<file path="src/rtl/bullet_pkg.sv">
// -----------------------------------------------------------------------------
// bullet_pkg
// Shared defaults and helpers for the bullet pool.
//   DEF_COORD_W / DEF_VEL_W       : default coordinate and velocity widths
//   DEF_SCREEN_W / DEF_SCREEN_H   : default playfield bounds (exclusive)
//   coord_t / vel_t               : pixel coordinate and signed per-tick velocity
//   abs_diff()                    : |a - b| used by the hit/graze box tests
// -----------------------------------------------------------------------------
package bullet_pkg;

  localparam int DEF_COORD_W  = 10;
  localparam int DEF_VEL_W    = 4;
  localparam int DEF_SCREEN_W = 640;
  localparam int DEF_SCREEN_H = 480;

  typedef logic        [DEF_COORD_W-1:0] coord_t;
  typedef logic signed [DEF_VEL_W-1:0]   vel_t;

  function automatic int abs_diff(input int a, input int b);
    return (a > b) ? (a - b) : (b - a);
  endfunction

endpackage

</file>
<file path="src/rtl/bullet_pool_if.sv">
// -----------------------------------------------------------------------------
// bullet_pool_if
// Spawn handshake into the bullet pool.
//   spawn_valid        : source requests a new bullet
//   spawn_ready        : pool has a free slot and is not being flushed
//   spawn_x / spawn_y  : spawn position
//   spawn_vx/spawn_vy  : signed per-tick velocity (two's complement)
// Modports: master = bullet source, slave = bullet_pool.
// -----------------------------------------------------------------------------
interface bullet_pool_if #(
  parameter int COORD_W = bullet_pkg::DEF_COORD_W,
  parameter int VEL_W   = bullet_pkg::DEF_VEL_W
) ();

  logic               spawn_valid;
  logic               spawn_ready;
  logic [COORD_W-1:0] spawn_x;
  logic [COORD_W-1:0] spawn_y;
  logic [VEL_W-1:0]   spawn_vx;
  logic [VEL_W-1:0]   spawn_vy;

  modport master (
    output spawn_valid, spawn_x, spawn_y, spawn_vx, spawn_vy,
    input  spawn_ready
  );

  modport slave (
    input  spawn_valid, spawn_x, spawn_y, spawn_vx, spawn_vy,
    output spawn_ready
  );

endinterface

</file>
<file path="src/rtl/bullet_slot.sv">
// -----------------------------------------------------------------------------
// bullet_slot
// One projectile: position/velocity registers, per-tick move, bounds cull and
// square hit-box compare against the target.
//   clk, rst              : clock, asynchronous active-high reset
//   i_tick                : game step strobe
//   i_clear               : flush (drops the live flag)
//   i_load, i_x..i_vy     : load a new bullet into this slot
//   i_target_x/y, _en     : collision target centre and enable
//   o_active, o_x, o_y    : live flag and current position
//   o_hit                 : combinational, this slot collides on this tick
//   o_graze               : (BULLET_POOL_GRAZE_EN) first near-miss this life
// Optional: `define BULLET_POOL_GRAZE_EN adds GRAZE_RADIUS and o_graze.
// -----------------------------------------------------------------------------
module bullet_slot #(
  parameter int COORD_W    = 10,
  parameter int VEL_W      = 4,
  parameter int SCREEN_W   = 640,
  parameter int SCREEN_H   = 480,
  parameter int HIT_RADIUS = 8
`ifdef BULLET_POOL_GRAZE_EN
  , parameter int GRAZE_RADIUS = 16
`endif
) (
  input  logic               clk,
  input  logic               rst,
  input  logic               i_tick,
  input  logic               i_clear,
  input  logic               i_load,
  input  logic [COORD_W-1:0] i_x,
  input  logic [COORD_W-1:0] i_y,
  input  logic [VEL_W-1:0]   i_vx,
  input  logic [VEL_W-1:0]   i_vy,
  input  logic [COORD_W-1:0] i_target_x,
  input  logic [COORD_W-1:0] i_target_y,
  input  logic               i_target_en,
  output logic               o_active,
  output logic [COORD_W-1:0] o_x,
  output logic [COORD_W-1:0] o_y,
  output logic               o_hit
`ifdef BULLET_POOL_GRAZE_EN
  , output logic             o_graze
`endif
);

  import bullet_pkg::*;

  localparam int EXT_W = COORD_W + 1 - VEL_W;
  localparam logic signed [COORD_W:0] W_BOUND = (COORD_W+1)'(SCREEN_W);
  localparam logic signed [COORD_W:0] H_BOUND = (COORD_W+1)'(SCREEN_H);

  logic               r_active;
  logic [COORD_W-1:0] r_x, r_y;
  logic [VEL_W-1:0]   r_vx, r_vy;

  logic signed [COORD_W:0] w_vx_ext, w_vy_ext, w_nx, w_ny;
  logic                    w_oob, w_step, w_in_hit_box, w_hit;
  int                      w_dx, w_dy;

  // Candidate position one bit wider and signed, so stepping off the left/top
  // edge shows up as a negative value instead of wrapping.
  assign w_vx_ext = $signed({{EXT_W{r_vx[VEL_W-1]}}, r_vx});
  assign w_vy_ext = $signed({{EXT_W{r_vy[VEL_W-1]}}, r_vy});
  assign w_nx     = $signed({1'b0, r_x}) + w_vx_ext;
  assign w_ny     = $signed({1'b0, r_y}) + w_vy_ext;

  assign w_oob = w_nx[COORD_W] || (w_nx >= W_BOUND) ||
                 w_ny[COORD_W] || (w_ny >= H_BOUND);

  assign w_dx = abs_diff(int'(w_nx), int'(i_target_x));
  assign w_dy = abs_diff(int'(w_ny), int'(i_target_y));

  assign w_in_hit_box = (w_dx < HIT_RADIUS) && (w_dy < HIT_RADIUS);

  // A slot that is being loaded this cycle is, by construction, inactive, so
  // gating with i_load only documents that a fresh bullet never moves/collides.
  assign w_step = i_tick & r_active & ~i_clear & ~i_load;
  assign w_hit  = w_step & ~w_oob & i_target_en & w_in_hit_box;

`ifdef BULLET_POOL_GRAZE_EN
  logic r_grazed;
  logic w_graze;

  assign w_graze = w_step & ~w_oob & i_target_en & ~w_in_hit_box & ~r_grazed &
                   (w_dx < GRAZE_RADIUS) & (w_dy < GRAZE_RADIUS);
  assign o_graze = w_graze;
`endif

  // NOTE: every register, including the position/velocity payload, is reset so
  // the exported buses are defined straight out of reset.
  always_ff @(posedge clk or posedge rst) begin
    if (rst) begin
      // NOTE: state registers use non-blocking assignments so all slots and the
      // top-level flags update together from the same pre-edge values.
      r_active <= 1'b0;
      r_x      <= '0;
      r_y      <= '0;
      r_vx     <= '0;
      r_vy     <= '0;
`ifdef BULLET_POOL_GRAZE_EN
      r_grazed <= 1'b0;
`endif
    end else if (i_clear) begin
      r_active <= 1'b0;
    end else if (i_load) begin
      r_active <= 1'b1;
      r_x      <= i_x;
      r_y      <= i_y;
      r_vx     <= i_vx;
      r_vy     <= i_vy;
`ifdef BULLET_POOL_GRAZE_EN
      r_grazed <= 1'b0;
`endif
    end else if (w_step) begin
      if (w_oob || w_hit) r_active <= 1'b0;
      // An off-screen bullet keeps its last on-screen position.
      if (!w_oob) begin
        r_x <= w_nx[COORD_W-1:0];
        r_y <= w_ny[COORD_W-1:0];
      end
`ifdef BULLET_POOL_GRAZE_EN
      if (w_graze) r_grazed <= 1'b1;
`endif
    end
  end

  assign o_active = r_active;
  assign o_x      = r_x;
  assign o_y      = r_y;
  assign o_hit    = w_hit;

endmodule

</file>
<file path="src/rtl/bullet_pool.sv">
// -----------------------------------------------------------------------------
// bullet_pool
// Pool of NUM_SLOTS independent projectiles moved on each game tick, culled at
// the screen edges and collision-tested against a single target.
//   clk, rst         : clock, asynchronous active-high reset
//   i_tick           : one-cycle game-step strobe
//   i_clear          : flush all slots, refuse spawns
//   spawn_if         : spawn handshake (bullet_pool_if.slave)
//   i_target_x/y     : target centre; i_target_en gates collisions
//   o_active         : per-slot live flags
//   o_pos_x/o_pos_y  : flat position buses, slot i at [i*COORD_W +: COORD_W]
//   o_hit            : registered one-cycle pulse when any slot collides
//   o_live_count     : number of live slots
//   o_graze          : (BULLET_POOL_GRAZE_EN) registered near-miss pulse
// Optional: `define BULLET_POOL_GRAZE_EN adds GRAZE_RADIUS and o_graze.
// -----------------------------------------------------------------------------
module bullet_pool #(
  parameter int NUM_SLOTS  = 12,
  parameter int COORD_W    = bullet_pkg::DEF_COORD_W,
  parameter int VEL_W      = bullet_pkg::DEF_VEL_W,
  parameter int SCREEN_W   = bullet_pkg::DEF_SCREEN_W,
  parameter int SCREEN_H   = bullet_pkg::DEF_SCREEN_H,
  parameter int HIT_RADIUS = 8
`ifdef BULLET_POOL_GRAZE_EN
  , parameter int GRAZE_RADIUS = 16
`endif
) (
  input  logic                           clk,
  input  logic                           rst,
  input  logic                           i_tick,
  input  logic                           i_clear,
  bullet_pool_if.slave                   spawn_if,
  input  logic [COORD_W-1:0]             i_target_x,
  input  logic [COORD_W-1:0]             i_target_y,
  input  logic                           i_target_en,
  output logic [NUM_SLOTS-1:0]           o_active,
  output logic [NUM_SLOTS*COORD_W-1:0]   o_pos_x,
  output logic [NUM_SLOTS*COORD_W-1:0]   o_pos_y,
  output logic                           o_hit,
  output logic [$clog2(NUM_SLOTS+1)-1:0] o_live_count
`ifdef BULLET_POOL_GRAZE_EN
  , output logic                         o_graze
`endif
);

  import bullet_pkg::*;

  localparam int LC_W = $clog2(NUM_SLOTS+1);

  logic                 w_accept;
  logic [NUM_SLOTS-1:0] w_load;
  logic [NUM_SLOTS-1:0] w_slot_hit;
  logic                 r_hit;
`ifdef BULLET_POOL_GRAZE_EN
  logic [NUM_SLOTS-1:0] w_slot_graze;
  logic                 r_graze;
`endif

  // Ready is held low during reset even though the pool is empty then.
  assign spawn_if.spawn_ready = ~rst & ~i_clear & ~(&o_active);
  assign w_accept             = spawn_if.spawn_valid & spawn_if.spawn_ready;

  // Lowest-index free slot takes the spawn.
  always_comb begin
    logic found;
    // NOTE: defaults first so every path assigns every bit and no latch forms.
    w_load = '0;
    found  = 1'b0;
    for (int i = 0; i < NUM_SLOTS; i++) begin
      if (!o_active[i] && !found) begin
        w_load[i] = w_accept;
        found     = 1'b1;
      end
    end
  end

  generate
    for (genvar g = 0; g < NUM_SLOTS; g++) begin : g_slot
      bullet_slot #(
        .COORD_W      (COORD_W),
        .VEL_W        (VEL_W),
        .SCREEN_W     (SCREEN_W),
        .SCREEN_H     (SCREEN_H),
        .HIT_RADIUS   (HIT_RADIUS)
`ifdef BULLET_POOL_GRAZE_EN
        , .GRAZE_RADIUS (GRAZE_RADIUS)
`endif
      ) u_slot (
        .clk         (clk),
        .rst         (rst),
        .i_tick      (i_tick),
        .i_clear     (i_clear),
        .i_load      (w_load[g]),
        .i_x         (spawn_if.spawn_x),
        .i_y         (spawn_if.spawn_y),
        .i_vx        (spawn_if.spawn_vx),
        .i_vy        (spawn_if.spawn_vy),
        .i_target_x  (i_target_x),
        .i_target_y  (i_target_y),
        .i_target_en (i_target_en),
        .o_active    (o_active[g]),
        .o_x         (o_pos_x[g*COORD_W +: COORD_W]),
        .o_y         (o_pos_y[g*COORD_W +: COORD_W]),
        .o_hit       (w_slot_hit[g])
`ifdef BULLET_POOL_GRAZE_EN
        , .o_graze   (w_slot_graze[g])
`endif
      );
    end
  endgenerate

  // Slot-level hit/graze are already suppressed by clear, so a flush cycle
  // can never raise these pulses.
  always_ff @(posedge clk or posedge rst) begin
    if (rst) begin
      r_hit <= 1'b0;
`ifdef BULLET_POOL_GRAZE_EN
      r_graze <= 1'b0;
`endif
    end else begin
      r_hit <= |w_slot_hit;
`ifdef BULLET_POOL_GRAZE_EN
      r_graze <= |w_slot_graze;
`endif
    end
  end

  assign o_hit = r_hit;
`ifdef BULLET_POOL_GRAZE_EN
  assign o_graze = r_graze;
`endif

  always_comb begin
    o_live_count = '0;
    for (int i = 0; i < NUM_SLOTS; i++) begin
      o_live_count = o_live_count + LC_W'(o_active[i]);
    end
  end

endmodule

</file>
<file path="src/flat_wrapper.sv">
// flat-port wrapper written by rule: the top's interface ports become plain ports
module bullet_pool_flat import bullet_pkg::*;
#(
  parameter int NUM_SLOTS  = 12,
  parameter int COORD_W    = bullet_pkg::DEF_COORD_W,
  parameter int VEL_W      = bullet_pkg::DEF_VEL_W,
  parameter int SCREEN_W   = bullet_pkg::DEF_SCREEN_W,
  parameter int SCREEN_H   = bullet_pkg::DEF_SCREEN_H,
  parameter int HIT_RADIUS = 8

)
  (clk, rst, i_tick, i_clear, i_target_x, i_target_y, i_target_en, o_active, o_pos_x, o_pos_y, o_hit, o_live_count, spawn_if_spawn_valid, spawn_if_spawn_x, spawn_if_spawn_y, spawn_if_spawn_vx, spawn_if_spawn_vy, spawn_if_spawn_ready);
  bullet_pool_if #(.COORD_W(COORD_W), .VEL_W(VEL_W)) spawn_if_i ();
  input  logic clk;
  input  logic rst;
  input  logic i_tick;
  input  logic i_clear;
  input  logic [COORD_W-1:0] i_target_x;
  input  logic [COORD_W-1:0] i_target_y;
  input  logic i_target_en;
  output logic [NUM_SLOTS-1:0] o_active;
  output logic [NUM_SLOTS*COORD_W-1:0] o_pos_x;
  output logic [NUM_SLOTS*COORD_W-1:0] o_pos_y;
  output logic o_hit;
  output logic [$clog2(NUM_SLOTS+1)-1:0] o_live_count;
  input wire logic [$bits(spawn_if_i.spawn_valid)-1:0] spawn_if_spawn_valid;
  input wire logic [$bits(spawn_if_i.spawn_x)-1:0] spawn_if_spawn_x;
  input wire logic [$bits(spawn_if_i.spawn_y)-1:0] spawn_if_spawn_y;
  input wire logic [$bits(spawn_if_i.spawn_vx)-1:0] spawn_if_spawn_vx;
  input wire logic [$bits(spawn_if_i.spawn_vy)-1:0] spawn_if_spawn_vy;
  output wire logic [$bits(spawn_if_i.spawn_ready)-1:0] spawn_if_spawn_ready;
  assign spawn_if_i.spawn_valid = spawn_if_spawn_valid;
  assign spawn_if_i.spawn_x = spawn_if_spawn_x;
  assign spawn_if_i.spawn_y = spawn_if_spawn_y;
  assign spawn_if_i.spawn_vx = spawn_if_spawn_vx;
  assign spawn_if_i.spawn_vy = spawn_if_spawn_vy;
  assign spawn_if_spawn_ready = spawn_if_i.spawn_ready;
  bullet_pool #(.NUM_SLOTS(NUM_SLOTS), .COORD_W(COORD_W), .VEL_W(VEL_W), .SCREEN_W(SCREEN_W), .SCREEN_H(SCREEN_H), .HIT_RADIUS(HIT_RADIUS)) u_core (.clk(clk), .rst(rst), .i_tick(i_tick), .i_clear(i_clear), .spawn_if(spawn_if_i), .i_target_x(i_target_x), .i_target_y(i_target_y), .i_target_en(i_target_en), .o_active(o_active), .o_pos_x(o_pos_x), .o_pos_y(o_pos_y), .o_hit(o_hit), .o_live_count(o_live_count));
endmodule
</file>
<file path="config.mk">
export PLATFORM = sky130hd
export DESIGN_NAME = bullet_pool_flat
export DESIGN_NICKNAME = d
export VERILOG_FILES = /design/src/rtl/bullet_pkg.sv /design/src/rtl/bullet_pool_if.sv /design/src/rtl/bullet_slot.sv /design/src/rtl/bullet_pool.sv /design/src/flat_wrapper.sv
export SDC_FILE = /design/constraint.sdc
export NUM_CORES = 2
export LEC_CHECK = 0
export ABC_CLOCK_PERIOD_IN_PS = 13000
export BUFFER_PORTS_ARGS = -buffer_cell sky130_fd_sc_hd__buf_2
export CORE_MARGIN = 4
export CORE_UTILIZATION = 35
export CTS_CLUSTER_SIZE = 24
export DETAILED_ROUTE_END_ITERATION = 7
export PLACE_DENSITY = 0.62
export SYNTH_ARGS = -nofsm -noshare
export SYNTH_HDL_FRONTEND = slang
export SYNTH_SLANG_ARGS = --single-unit
</file>
<file path="constraint.sdc">
create_clock -name clk -period 13 [get_ports clk]
set_clock_uncertainty 0.05 [all_clocks]
set_input_delay 1.95 -clock clk [delete_from_list [all_inputs] [get_ports clk]]
set_output_delay 1.95 -clock clk [all_outputs]
set_load 0.03 [all_outputs]
</file>
Word level (Yosys, flattened, before mapping). Index checks and enable logic that the tools add are counted.

Add/subtract/negate cells: 83. $lt $le $gt $ge: 72. Equal/unequal tests: 12. Muxes and demuxes: 167. Bitwise operators: 102. Reduce and logical (&&, ||, !) cells: 166.

Operators with widths (count): $lt 32x5->1 const B (24); $mux 32 (24); $mux 10 (72); $sub 11x11->12 (48); $add 11x4->11 (24); $gt 11x11->1 (24); $ge 11x10->1 const B (12); $ge 11x11->1 const B (12); $and 1x1->1 (75); $reduce_bool 3->1 (24); $mux 1 (71); $logic_or 1x1->1 (48); $reduce_and 2->1 (24); $add 4x1->4 (10); $reduce_and 3->1 (12); $not 1->1 (27); $ne 2x2->1 const B (12); $reduce_bool 2->1 (12); $logic_and 1x1->1 (23); $logic_not 1->1 (21); $reduce_and 12->1 (1); $reduce_or 12->1 (1); $add 1x1->2 (1).

Register bits after elaboration: 349. Bits of input ports: 54. Output and inout port bits: 258.

Depth between registers and ports, before layout.
Depth in word-level cells: 43. Gate-level depth with buffers: 25. Depth with buffers taken out: 25.

Modules after synthesis. From an unflattened synthesis, not the netlist that was laid out.

Cells, all modules: 6092. Area total of the unflattened synthesis: 48733.0 um2.

By module, submodules not included: bullet_slot at u_core.g_slot[11].u_slot ... (times used 7, cells an instance 471, area each 3867.5 um2, seq. area each 725.7 um2); bullet_slot at u_core.g_slot[0].u_slot ... (times used 3, cells an instance 562, area each 4274.1 um2, seq. area each 725.7 um2); bullet_slot at u_core.g_slot[9].u_slot (times used 1, cells an instance 525, area each 4259.1 um2, seq. area each 725.7 um2); bullet_slot at u_core.g_slot[3].u_slot (times used 1, cells an instance 519, area each 4025.1 um2, seq. area each 725.7 um2); bullet_pool (times used 1, cells an instance 65, area each 554.3 um2, seq. area each 25.0 um2).

Worst setup path before layout. OpenSTA, ideal clock, no wires.

Path type: in2reg. From: input port i_target_x[9]. To: register u_core.g_slot[3].u_slot.r_active. Arrival time: 5.620 ns. Data required time: 12.830 ns. Path slack: 7.211 ns. Cell stages on the path: 16. Buffers on the path: 1. Cell sequence: inv_1 -> ha_1 -> nand3_1 -> or2_2 -> or3_1 -> o31ai_1 -> nor4b_1 -> buf_2 -> mux2i_1 -> a221oi_1 -> xnor2_1 -> nor3_1 -> a31oi_1 -> or4_1 -> a31o_1 -> a31o_1.

Cells in the longest elaborated chain, start to end: 8.

Ends and longest elaborated chain: start: declaration (RTL line flat_wrapper.sv:18) `input logic [COORD_W-1:0] i_target_x;`; $sub 11x11->12 or $gt 11x11->1 (tied branches) (RTL line bullet_pkg.sv:20) `return (a > b) ? (a - b) : (b - a);`; $mux 32 * (RTL line bullet_pkg.sv:20); $lt 32x5->1 * (RTL line bullet_slot.sv:73) `assign w_in_hit_box = (w_dx < HIT_RADIUS) && (w_dy < HIT_RADIUS);`; $logic_and 1x1->1 * (RTL line bullet_slot.sv:73); $and 1x1->1 * (RTL line bullet_slot.sv:78) `assign w_hit = w_step & ~w_oob & i_target_en & w_in_hit_box;`; $logic_or 1x1->1 * (RTL line bullet_slot.sv:115) `if (w_oob || w_hit) r_active <= 1'b0;`; $reduce_bool 3->1 (no line) *; $reduce_and 2->1 (no line) *; end signal: assignment (RTL line bullet_slot.sv:95) `r_active <= 1'b0;`; end signal: assignment (RTL line bullet_slot.sv:104) `r_active <= 1'b0;`; end signal: assignment (RTL line bullet_slot.sv:115); end: declaration (RTL line bullet_slot.sv:52) `logic r_active;`.

Mark *: on every way between the ends. The rest lies on a longest branch, timed or not. A chain may end at the register's enable or synchronous reset.

Worst setup path after layout.
From: register u_core.g_slot[0].u_slot.r_active. To: output port o_live_count[2].

Cells in the longest elaborated chain, start to end: 11.

Ends and longest elaborated chain: start: declaration (RTL line bullet_slot.sv:52); start signal: assignment (RTL line bullet_slot.sv:95); start signal: assignment (RTL line bullet_slot.sv:104); start signal: assignment (RTL line bullet_slot.sv:106) `r_active <= 1'b1;`; $add 1x1->2 (RTL line bullet_pool.sv:136) `o_live_count = o_live_count + LC_W'(o_active[i]);`; $add 4x1->4 (10 in series) (RTL line bullet_pool.sv:136); end: declaration (RTL line flat_wrapper.sv:25) `output logic [$clog2(NUM_SLOTS+1)-1:0] o_live_count;`.

Every way passes these cells.

==> summary.txt <==
Synth
  – Synthesized instance count: 5657
  – Register area share after synthesis: 19.38%
  – Mapped cell area: 45060 um^2
  – EDFF count, synth: 0
  – Yosys reg bits: 349
  – Ys flop type: dfrtp_1
  – Yosys cell types: 89
  – Async SR Flop Fraction: 100.0%
  – Synthesis warning total: 0
  – Syn avg cell area: 7.966 um^2
  – Syn_nets: 6491

Global routing
  – Gr ovfl total: 0
  – Initial antenna violation count: 19
  – First-pass GRT wire length: 264.9 mm
  – Vias in the first global route: 40842
  – Gr usage total: 25.76%
  – Largest net degree at the start of global routing: 78

Detailed routing
  – Wirelength per Cell: 23.79 um
  – ANT nets after route: 0
  – Final wirelength: 181.5 mm
  – Drt pass-1 iters: 6
  – Residual DRC: 0
  – Via density: 5.725
  – Vias: 43661
  – Violation count after the first detailed-route iteration: 4029

Timing
  – Slew @ Worst Pin: 1.190 ns
  – Unrepaired setup endpoints after global routing: false
  – Setup TNS: 0 ns
  – Final setup fails: 0
  – Final worst-path cycle share: 51.59%
  – Post-layout min period: 6.706 ns
  – Max Slew Vio Count: 0
  – Fmax: 149.1 MHz
  – Fin. Hold Viols: 0
  – Max-slew headroom: 19.84%

Setup path
  – Crit path kind: flop to primary output
  – Worst EP arrival: 4.71 ns
  – Worst-path cell chain: ha_1 -> fa_1 -> fa_1 -> fa_1 -> inv_1 -> fa_1 -> fa_1 -> xor2_1 -> buf_2
  – Crit path launch type: flop
  – Slowest-stage cell, CP: dfrtp_1
  – CP Capture Type: primary output
  – Reg2Reg Depth: 23
  – R2R Setup Slk: 6.36 ns
  – Slowest stage delay, CP: 0.62 ns
  – Worst EP required: 11.00 ns
  – Crit-path max FO: 8
  – Crit path max-delay family: adder cells
  – Top cell by count, worst path: fa_1
  – CP bufs+invs: 2
  – Worst reg2reg path startpoint: u_core.g_slot[8].u_slot.o_y[1]
  – Worst R2R End: u_core.o_hit

Worst hold path
  – Hold path cells: 2
  – Hold Crit Class: flop to flop
  – HP Start: u_core.g_slot[6].u_slot.r_vy[0]
  – Hold Path Sink: u_core.g_slot[6].u_slot.r_vy[0]

Pwr
  – Switching power total: 2.680 mW
  – Leak Pwr: 24.95 nW
  – VDD IR max: 0.1041 mV
  – Pint: 3.310 mW
  – Clock power frac: 24.9%
  – Cell Pwr Density: 118.9 nW/um^2
  – Flop pwr share: 20.7%
  – Switching share of power: 44.74%
  – Combinational fraction of design power: 54.4%

Place
  – Detailed Place HPWL: 134.3 mm
  – Placed instance area: 48650 um^2
  – Number of buffers added on ports: 311
  – Gpl congestion: 0.9590

CTS
  – # clock sinks: 349
  – Hold-fix buffers, CTS: 0
  – Setup bufs post-CTS: 0
  – Post-CTS sizing: 0
  – CTS Buf Count: 49
  – CTS max path bufs: 3
  – Clock insertion delay at the later pin of the skew report: 0.66 ns
  – H-Tree Depth: 2
  – Reg clk slew, reported paths: 0.07 ns
  – CTS tree: built
  – CTS Root Cell: clkbuf_16

Outcome
  – Status: finished clean

Finish
  – Fill cells: 13047
  – Storage cell area: 8733 um^2
  – Final nets: 6749
  – Area of the multi-input gates: 33860 um^2
  – Share of post-route cells with drive strength above 1: 10.24%
  – Final Cell Area: 50400 um^2
  – Synthesis-to-finish area growth: 11.83%

Die
  – Total core area: 127700 um^2
  – Die area: 134600 um^2
  – DIE WIDTH: 366.8 um
  – I/O pin total: 312
  – Core Rows: 131
  – Initial Util: 35.29%
  – Die Span Y: 366.8 um

Job
  – Max Cap Viol: 0
==> area by class of cell <==
type	instances	area share, %
Multi-Input combinational cell	4634	67.18
Sequential cell	349	17.33
Timing Repair Buffer	385	4.191
Tap cell	1662	4.126
Inverter	496	3.709
Clock buffer	68	2.838
Clock inverter	23	0.5735
Antenna cell	10	0.04965
==> cell families after synthesis <==
group	count (synthesis)	synth area share, %
AOI/OAI and AO/OA	1672	23.36
buffers and inverters	674	5.739
xor gates and xnor gates	308	5.986
DFF	349	19.38
and+or+nand+nor	1561	16.24
muxes	313	7.116
adders and majority gates	780	22.17
==> worst max path at each step <==
stage                                                 from                          endpoint  slack, ns  depth (start not counted)
after floorplan                                        rst  u_core.g_slot[0].u_slot.o_active       1.32                          1
after global placement                       i_target_x[3]  u_core.g_slot[9].u_slot.o_active       5.86                         15
after detailed placement                     i_target_x[3]                      u_core.o_hit       5.67                         16
after CTS                 u_core.g_slot[1].u_slot.o_active                   o_live_count[2]       6.31                         10
after global routing        u_core.g_slot[8].u_slot.o_y[1]                      u_core.o_hit       6.00                         23
final                     u_core.g_slot[0].u_slot.o_active                   o_live_count[2]       6.29                          9
==> worst reg2reg max path, stage by stage, from the launching register on <==
cell and delay, ns:
dfrtp_1 0.43, ha_1 0.31, a21o_1 0.17, a21oi_1 0.23
o21ai_0 0.19, o31ai_1 0.35, o21bai_1 0.10, a21oi_1 0.19
xor2_1 0.34, inv_1 0.11, ha_1 0.35, and2_1 0.22
nand3_1 0.12, nor3_1 0.07, a21oi_1 0.10, a21boi_1 0.51
nor2b_1 0.63, mux2_2 0.45, o211ai_1 0.19, o2bb2ai_1 0.08
a31oi_1 0.52, o41ai_1 0.21, nor4bb_1 0.43, nand4bb_1 0.15
==> metal layers <==
metal  up-vias  wire length (um)  GRT usage [%]
met5         -                22              0
met4         4              8830          10.98
met3       337             16720          5.790
met2      1740             77860          39.81
met1     20839             78030          34.53
li1      20741                 -              -
==> layout by cell type, fill, tap and decap left out, types with 48 or more instances in the layout <==
cell         n
a31oi_1     63
xnor2_1    214
nand2_1    616
nor2b_1    107
inv_1      493
clkbuf_16   51
nor3_1      79
o211ai_1    48
ha_1       749
o21ai_0    449
o21a_1     102
xor2_1      94
a21oi_1    481
mux2_2      59
buf_4       74
dfrtp_1    349
mux2i_1    254
nand3_1     78
a21o_1     129
nor2_1     333
nand4_1     60
buf_2      311
nand2b_1    65
==> registers in the layout, summed over array words and instances (netlist names) <==
| register | cells |
|---|---|
| u_core.g_slot.u_slot.o_y | 120 |
| u_core.g_slot.u_slot.o_active | 12 |
| u_core.g_slot.u_slot.r_vx | 48 |
| u_core.o_hit | 1 |
| u_core.g_slot.u_slot.o_x | 120 |
| u_core.g_slot.u_slot.r_vy | 48 |
==> power groups by stage <==
stage | clock [mW] | sequential [mW] | combinational [mW]
5_1_grt | 1.56 | 1.25 | 3.56
3_3_place_gp | 0 | 1.26 | 3.17
2_1_floorplan | 0 | 1.34 | 2.30
3_5_place_dp | 0 | 1.26 | 3.19
4_1_cts | 1.52 | 1.24 | 3.21
6_report | 1.49 | 1.24 | 3.26
==> Yosys cell counts (14+ instances only) <==
library cell,instances,area [um^2]
nand2b_1,65,406.6
or2_2,24,150.1
nor3b_1,18,135.1
xor2_1,94,823.3
o21bai_1,41,307.8
a21oi_1,486,2432
mux2_2,59,664.4
mux2i_1,254,2542
a21o_1,129,968.4
o21a_1,102,765.7
and2_1,25,156.4
clkbuf_1,155,581.8
a221o_1,18,180.2
o2111ai_1,19,166.4
a211o_1,15,131.4
dfrtp_1,349,8733
or3_1,30,187.7
o31a_1,30,262.8
o41ai_1,14,122.6
nand2_1,616,2312
a31oi_1,64,400.4
inv_1,494,1854
fa_1,31,620.6
ha_1,749,9371
a211oi_1,41,307.8
o22ai_1,15,93.84
nor4_1,28,175.2
o211ai_1,48,360.4
nor2b_1,108,675.7
nand4_1,60,375.4
and3_1,32,200.2
o21ai_0,450,2252
nor2_1,338,1269
nor3_1,83,415.4
nand3_1,78,390.4
a221oi_1,20,175.2
o31ai_1,22,165.2
xnor2_1,214,1874
==> through the flow <==
step	util (%)	std cells	setup WS [ns]	hold slack (ns)	total power, mW
after detailed placement	38.10	7526	5.667	0.4184	4.443
after global routing	39.45	7618	6.005	0.4534	6.367
final	39.47	7627	6.294	0.4331	5.991
after global placement	38.10	7526	5.858	0.4121	4.426
after CTS	39.45	7617	6.314	0.4319	5.970
after floorplan	-	5657	1.322	0.4002	3.636
(Power assumes the default switching activity.)
